**src/rtl/inst_encoder_loader.sv**
```systemverilog
// Packs decoded RV32I fields into 32-bit instruction words and writes them
// sequentially into instruction memory starting at BASE_ADDR.
module inst_encoder_loader #(
  parameter int unsigned       ADDR_W    = 6,
  parameter logic [ADDR_W-1:0] BASE_ADDR = '0
) (
  input  logic              clk,
  input  logic              rst_n,
  input  logic              start,
  input  logic              in_valid,
  output logic              in_ready,
  input  logic [2:0]        fmt,
  input  logic [6:0]        opcode,
  input  logic [2:0]        funct3,
  input  logic [6:0]        funct7,
  input  logic [4:0]        rd,
  input  logic [4:0]        rs1,
  input  logic [4:0]        rs2,
  input  logic [31:0]       imm32,
  input  logic              last,
  output logic              mem_we,
  output logic [ADDR_W-1:0] mem_addr,
  output logic [31:0]       mem_wdata,
  output logic [ADDR_W:0]   count,
  output logic              busy,
  output logic              done,
  output logic              err
);

  localparam int unsigned CNT_W = ADDR_W + 1;
  localparam int unsigned DEPTH = 2 ** ADDR_W;

  typedef enum logic [2:0] {
    S_IDLE   = 3'd0,
    S_ACCEPT = 3'd1,
    S_WRITE  = 3'd2,
    S_DONE   = 3'd3,
    S_ERR    = 3'd4
  } state_t;

  state_t              state, state_nxt;
  logic [ADDR_W-1:0]   ptr, ptr_nxt;
  logic                last_q, last_nxt;
  logic                ready_nxt, we_nxt, busy_nxt, done_nxt, err_nxt;
  logic [ADDR_W-1:0]   addr_nxt;
  logic [31:0]         wdata_nxt;
  logic [CNT_W-1:0]    count_nxt, count_inc;
  logic [31:0]         enc_c;
  logic                fmt_ok_c;

  // Field packing per instruction format; fmt 6/7 flagged illegal.
  always_comb begin
    enc_c    = '0;
    fmt_ok_c = 1'b1;
    case (fmt)
      3'd0: enc_c = {funct7, rs2, rs1, funct3, rd, opcode};
      3'd1: enc_c = {imm32[11:0], rs1, funct3, rd, opcode};
      3'd2: enc_c = {imm32[11:5], rs2, rs1, funct3, imm32[4:0], opcode};
      3'd3: enc_c = {imm32[12], imm32[10:5], rs2, rs1, funct3,
                     imm32[4:1], imm32[11], opcode};
      3'd4: enc_c = {imm32[31:12], rd, opcode};
      3'd5: enc_c = {imm32[20], imm32[10:1], imm32[11], imm32[19:12], rd, opcode};
      default: fmt_ok_c = 1'b0;
    endcase
  end

  assign count_inc = count + CNT_W'(1);

  // Next state and next values of every registered output.
  always_comb begin
    state_nxt = state;
    ptr_nxt   = ptr;
    last_nxt  = last_q;
    ready_nxt = 1'b0;
    we_nxt    = 1'b0;
    addr_nxt  = mem_addr;
    wdata_nxt = mem_wdata;
    count_nxt = count;
    done_nxt  = done;
    err_nxt   = err;
    case (state)
      S_IDLE, S_DONE, S_ERR: begin
        if (start) begin
          ptr_nxt   = '0;
          count_nxt = '0;
          done_nxt  = 1'b0;
          err_nxt   = 1'b0;
          ready_nxt = 1'b1;
          state_nxt = S_ACCEPT;
        end
      end
      S_ACCEPT: begin
        ready_nxt = 1'b1;
        if (in_valid && in_ready) begin
          ready_nxt = 1'b0;
          if (fmt_ok_c) begin
            wdata_nxt = enc_c;
            addr_nxt  = ADDR_W'(BASE_ADDR + ptr);
            last_nxt  = last;
            we_nxt    = 1'b1;
            state_nxt = S_WRITE;
          end else begin
            err_nxt   = 1'b1;
            state_nxt = S_ERR;
          end
        end
      end
      S_WRITE: begin
        ptr_nxt   = ptr + ADDR_W'(1);
        count_nxt = count_inc;
        if (last_q) begin
          done_nxt  = 1'b1;
          state_nxt = S_DONE;
        end else if (count_inc == CNT_W'(DEPTH)) begin
          err_nxt   = 1'b1;
          state_nxt = S_ERR;
        end else begin
          ready_nxt = 1'b1;
          state_nxt = S_ACCEPT;
        end
      end
      default: state_nxt = S_IDLE;
    endcase
    busy_nxt = (state_nxt == S_ACCEPT) || (state_nxt == S_WRITE);
  end

  always_ff @(posedge clk or negedge rst_n) begin
    if (!rst_n) begin
      state     <= S_IDLE;
      ptr       <= '0;
      last_q    <= 1'b0;
      in_ready  <= 1'b0;
      mem_we    <= 1'b0;
      mem_addr  <= '0;
      mem_wdata <= '0;
      count     <= '0;
      busy      <= 1'b0;
      done      <= 1'b0;
      err       <= 1'b0;
    end else begin
      state     <= state_nxt;
      ptr       <= ptr_nxt;
      last_q    <= last_nxt;
      in_ready  <= ready_nxt;
      mem_we    <= we_nxt;
      mem_addr  <= addr_nxt;
      mem_wdata <= wdata_nxt;
      count     <= count_nxt;
      busy      <= busy_nxt;
      done      <= done_nxt;
      err       <= err_nxt;
    end
  end

endmodule

```
**config.mk**
```make
export PLATFORM = sky130hd
export DESIGN_NAME = inst_encoder_loader
export DESIGN_NICKNAME = d
export VERILOG_FILES = /design/src/rtl/inst_encoder_loader.sv
export SDC_FILE = /design/constraint.sdc
export NUM_CORES = 1
export LEC_CHECK = 0
export ABC_AREA = 1
export CAP_MARGIN = 10
export CORE_MARGIN = 2
export CORE_UTILIZATION = 39
export CTS_CLUSTER_DIAMETER = 150
export DETAILED_ROUTE_END_ITERATION = 8
export PLACE_DENSITY = 0.81
export SLEW_MARGIN = 20
export SYNTH_ARGS = -nofsm -noshare
export SYNTH_HDL_FRONTEND = slang
export SYNTH_SLANG_ARGS = --single-unit
```
**constraint.sdc**
```tcl
create_clock -name clk -period 1.47 [get_ports clk]
set_clock_uncertainty 0.1 [all_clocks]
set_input_delay 0.2205 -clock clk [delete_from_list [all_inputs] [get_ports clk]]
set_output_delay 0.2205 -clock clk [all_outputs]
set_load 0.01 [all_outputs]
```
==> results_tabular.tex <==
\begin{tabular}{lr}
\hline
Metric & Value \\
\hline
\multicolumn{2}{l}{\textbf{Outcome}} \\
Outcome & finished with violations \\
Violations in the final reports & setup timing \\
\multicolumn{2}{l}{\textbf{Setup path}} \\
Biggest fanout along the worst timing path & 4 \\
Library cell contributing the largest single delay on the critical path & sky130\_fd\_sc\_hd\_\_dfrtp\_2 \\
Endpoint type of the worst setup path & flip-flop \\
Worst path most repeated cell & sky130\_fd\_sc\_hd\_\_nand2\_1 \\
Critical Setup Path Class & flip-flop to flip-flop \\
Cells along the critical path & ha\_4, nand2\_2, nand2\_2, nor2\_1, nand3\_1, nor2\_1, nand2\_1, nand2\_2, nand2\_1, nand2\_1, nand2\_1 \\
Nature of the critical path startpoint & flip-flop \\
Worst endpoint required time & 1.60 ns \\
Largest stage delay on the critical path & 0.44 ns \\
Arrival time reported for the critical path endpoint & 1.77 ns \\
\multicolumn{2}{l}{\textbf{Routing}} \\
Post-detailed-route count of antenna-violating nets & 0 \\
Routed wirelength normalized by instance count & 15.88 um \\
Total wire length & 10,310 um \\
Via total after detailed routing & 3,316 \\
Number of vias per cell after detailed routing & 5.109 \\
Remaining design rule violation count & 0 \\
Number of detailed-route iterations in the first pass & 4 \\
1st-iter DRT viols & 110 \\
\multicolumn{2}{l}{\textbf{Worst hold path}} \\
Class of the tightest hold or removal check & input pin to async pin \\
\multicolumn{2}{l}{\textbf{Synth}} \\
Synth Register Bits & 60 \\
Cell count after synthesis & 365 \\
Fraction of the yosys area taken by sequential cells & 50.63\% \\
Area share of the largest cell type after synthesis & 50.63\% \\
Warning count from the yosys run & 0 \\
Ranking of synthesized cells by area & sky130\_fd\_sc\_hd\_\_dfrtp\_1 51\%, sky130\_fd\_sc\_hd\_\_nand2\_1 12\%, sky130\_fd\_sc\_hd\_\_nor2\_1 5.9\% \\
Syn nets & 440 \\
Most area-hungry cell type in the Yosys netlist & sky130\_fd\_sc\_hd\_\_dfrtp\_1 \\
Mean cell area of the mapped netlist & 8.124 um2 \\
Synth cell types & 30 \\
Synth Cell Area & 2965 um2 \\
\multicolumn{2}{l}{\textbf{Power}} \\
Part of the total power dissipated in sequential elements & 32.6\% \\
Power share of the combinational group & 48.3\% \\
Power per standard cell area & 1573 nW/um2 \\
P\_sw & 3.166 mW \\
Switching part of the total & 36.76\% \\
Total power after layout & 8.612 mW \\
Design internal power & 5.447 mW \\
Leakage power of the design & 2.576 nW \\
Max rail drop VDD & 807.1 uV \\
Fraction of power consumed by the clock network & 19.1\% \\
\multicolumn{2}{l}{\textbf{Place}} \\
Global placer's final weighted congestion & 0.9108 \\
Detailed placement HPWL & 6431 um \\
IO buf count & 121 \\
Inst Count DP & 605 \\
Instance area at placement & 4529 um2 \\
Worst setup slack before clock tree synthesis & -0.3563 ns \\
\multicolumn{2}{l}{\textbf{Floorplanning}} \\
I/O pin count & 122 \\
Floorplan die height & 91.20 um \\
Area of the core region & 7292 um2 \\
Cell Rows & 31 \\
Initial core utilization & 40.67\% \\
Area of the die & 8317 um2 \\
Die X-Extent & 91.20 um \\
\multicolumn{2}{l}{\textbf{Timing}} \\
RSZ-0062 raised after global routing & true \\
Portion of the clock cycle consumed by the worst path in the final layout & 111.4\% \\
Count of final max-slew check failures & 0 \\
Max Clk Rate & 610.7 MHz \\
Slew at the pin closest to its max-slew limit & 0.3283 ns \\
Final hold violations & 0 \\
Final setup violation count & 52 \\
Total Negative Setup Slacks & -2.533 ns \\
Post-layout worst setup margin & -0.1676 ns \\
Hold Worst Slack & 0.3166 ns \\
Slew Limit Headroom & 78.11\% \\
Post-route minimum period & 1.638 ns \\
\multicolumn{2}{l}{\textbf{Clocking}} \\
Clock network latency to the later pin of the worst-skew pair & 0.34 ns \\
Library cell used as clock root buffer & sky130\_fd\_sc\_hd\_\_clkbuf\_8 \\
Clock tree from TritonCTS & done \\
Max Buffers Root-to-Sink & 2 \\
H-tree depth & 3 \\
CTS Buf Count & 9 \\
CTS clock-pin slew for the worst setup and hold paths & 0.07 ns \\
Clk sinks & 60 \\
\multicolumn{2}{l}{\textbf{Global route}} \\
Number of global-route vias before repair & 3,161 \\
First-pass GRT wire length & 14,520 um \\
GRT Overall Usage & 21.85\% \\
Initial antenna violation count & 0 \\
Total gr overflow & 0 \\
Maximum number of pins on one net before global-route repair & 61 \\
\multicolumn{2}{l}{\textbf{Finish}} \\
Post-route cell area & 5475 um2 \\
Core utilization of the finished layout & 75.09\% \\
Final antenna diode count & 0 \\
Highest-count cells in the layout ignoring fill and taps & 70 x sky130\_fd\_sc\_hd\_\_clkdlybuf4s50\_1, 69 x sky130\_fd\_sc\_hd\_\_nand2\_1, 58 x sky130\_fd\_sc\_hd\_\_dfrtp\_1 \\
Share of cells above drive strength 1 & 31.09\% \\
Number of standard cells in the final layout excluding fillers & 649 \\
Most common cell after layout, fill and taps aside & sky130\_fd\_sc\_hd\_\_clkdlybuf4s50\_1 \\
Area growth from synthesis to layout & 84.64\% \\
Layout Nets & 620 \\
\multicolumn{2}{l}{\textbf{Run}} \\
Count of maximum capacitance violations & 0 \\
\hline
\end{tabular}
-- cells in the mapped netlist --
cell,count
sky130_fd_sc_hd__o22ai_1,6
sky130_fd_sc_hd__mux2i_1,1
sky130_fd_sc_hd__o21ai_2,1
sky130_fd_sc_hd__nor3_4,2
sky130_fd_sc_hd__buf_4,3
sky130_fd_sc_hd__buf_6,5
sky130_fd_sc_hd__nand2_4,1
sky130_fd_sc_hd__clkbuf_1,5
sky130_fd_sc_hd__ha_1,3
sky130_fd_sc_hd__nand2_1,93
sky130_fd_sc_hd__o21a_1,1
sky130_fd_sc_hd__nor2_2,1
sky130_fd_sc_hd__nor3_1,1
sky130_fd_sc_hd__a31oi_1,17
sky130_fd_sc_hd__inv_2,4
sky130_fd_sc_hd__nand4_1,1
sky130_fd_sc_hd__buf_2,2
sky130_fd_sc_hd__dfrtp_1,60
sky130_fd_sc_hd__xor2_1,2
sky130_fd_sc_hd__a211oi_1,6
sky130_fd_sc_hd__a22oi_1,1
sky130_fd_sc_hd__a41oi_1,1
sky130_fd_sc_hd__nand3_1,35
sky130_fd_sc_hd__o32ai_1,1
sky130_fd_sc_hd__o21bai_1,1
sky130_fd_sc_hd__nor2_1,47
sky130_fd_sc_hd__inv_1,35
sky130_fd_sc_hd__a21oi_1,10
sky130_fd_sc_hd__o21ai_1,1
sky130_fd_sc_hd__o21ai_0,18
-- power groups by stage --
stage | sequential [mW] | combinational [mW] | clock [mW]
6_report | 2.81 | 4.16 | 1.65
4_1_cts | 2.71 | 3.40 | 1.65
3_5_place_dp | 2.72 | 3.45 | 0
2_1_floorplan | 2.95 | 1.22 | 0
3_3_place_gp | 2.71 | 3.35 | 0
5_1_grt | 2.88 | 4.47 | 1.74
-- registers in the layout, indices dropped and copies added, names as in the netlist --
register and cells:
err 1, done 1, busy 1, mem_wdata 32, ptr 6, state 3, mem_we 1, count 7
mem_addr 6, last_q 1, in_ready 1
-- per-layer routing --
metal	vias to the layer above	share of wire, %	track usage, %
met1	1601	37	24.41
met5	-	0	0
met4	0	2.7	7.828
li1	1562	-	-
met3	29	5.1	4.979
met2	124	55	40.43
-- final cells by class --
class	instances	area [um2]
repair buffers	183	1861
fillers	499	1817
multi-input cells	251	1600
flip-flops and latches	60	1504
inverters	39	161.4
clock buffers	11	141.4
well taps	99	123.9
clock inverters	5	75.07
repair inverters	1	8.758
-- cell families after synthesis --
logic type	count (synthesis)	share of synthesized area, %
XOR/XNOR	2	0.5908
multiplexers	1	0.3376
flip-flops	60	50.63
AO/OA/AOI/OAI	64	12.91
AND/OR/NAND/NOR	181	25.70
buffers and inverters	54	8.565
adder cells (fa/ha/maj)	3	1.266
-- final timing paths --
kind                       slack, ns  cells after the start                       end                      from
min reg2reg                     0.37                      2  mem_wdata[6]$_DFFE_PN0P_  mem_wdata[6]$_DFFE_PN0P_
min in group clk                0.34                      3  mem_wdata[2]$_DFFE_PN0P_                 opcode[2]
min                             0.32                      3      count[4]$_DFFE_PN0P_                     rst_n
max                            -0.17                     11           err$_DFFE_PN0P_      count[0]$_DFFE_PN0P_
max reg2reg                    -0.17                     11           err$_DFFE_PN0P_      count[0]$_DFFE_PN0P_
max in group asynchronous       0.66                      3      count[0]$_DFFE_PN0P_                     rst_n
-- worst max-delay path, delay by kind of cell (launching register included) --
family / cells / cell delay [ns]
AND/OR/NAND/NOR: 10 / 0.82
flip-flops: 1 / 0.44
adder cells (fa/ha/maj): 1 / 0.19
-- repair_timing --
action,in CTS,in global routing
setup buffers,10,8
pin swaps,4,32
gates cloned,3,7
gates resized for setup,90,96
hold buffers,1,0
endpoints found under the setup margin,92,61
hold endpoints to repair,60,0
(Power assumes the default switching activity.)
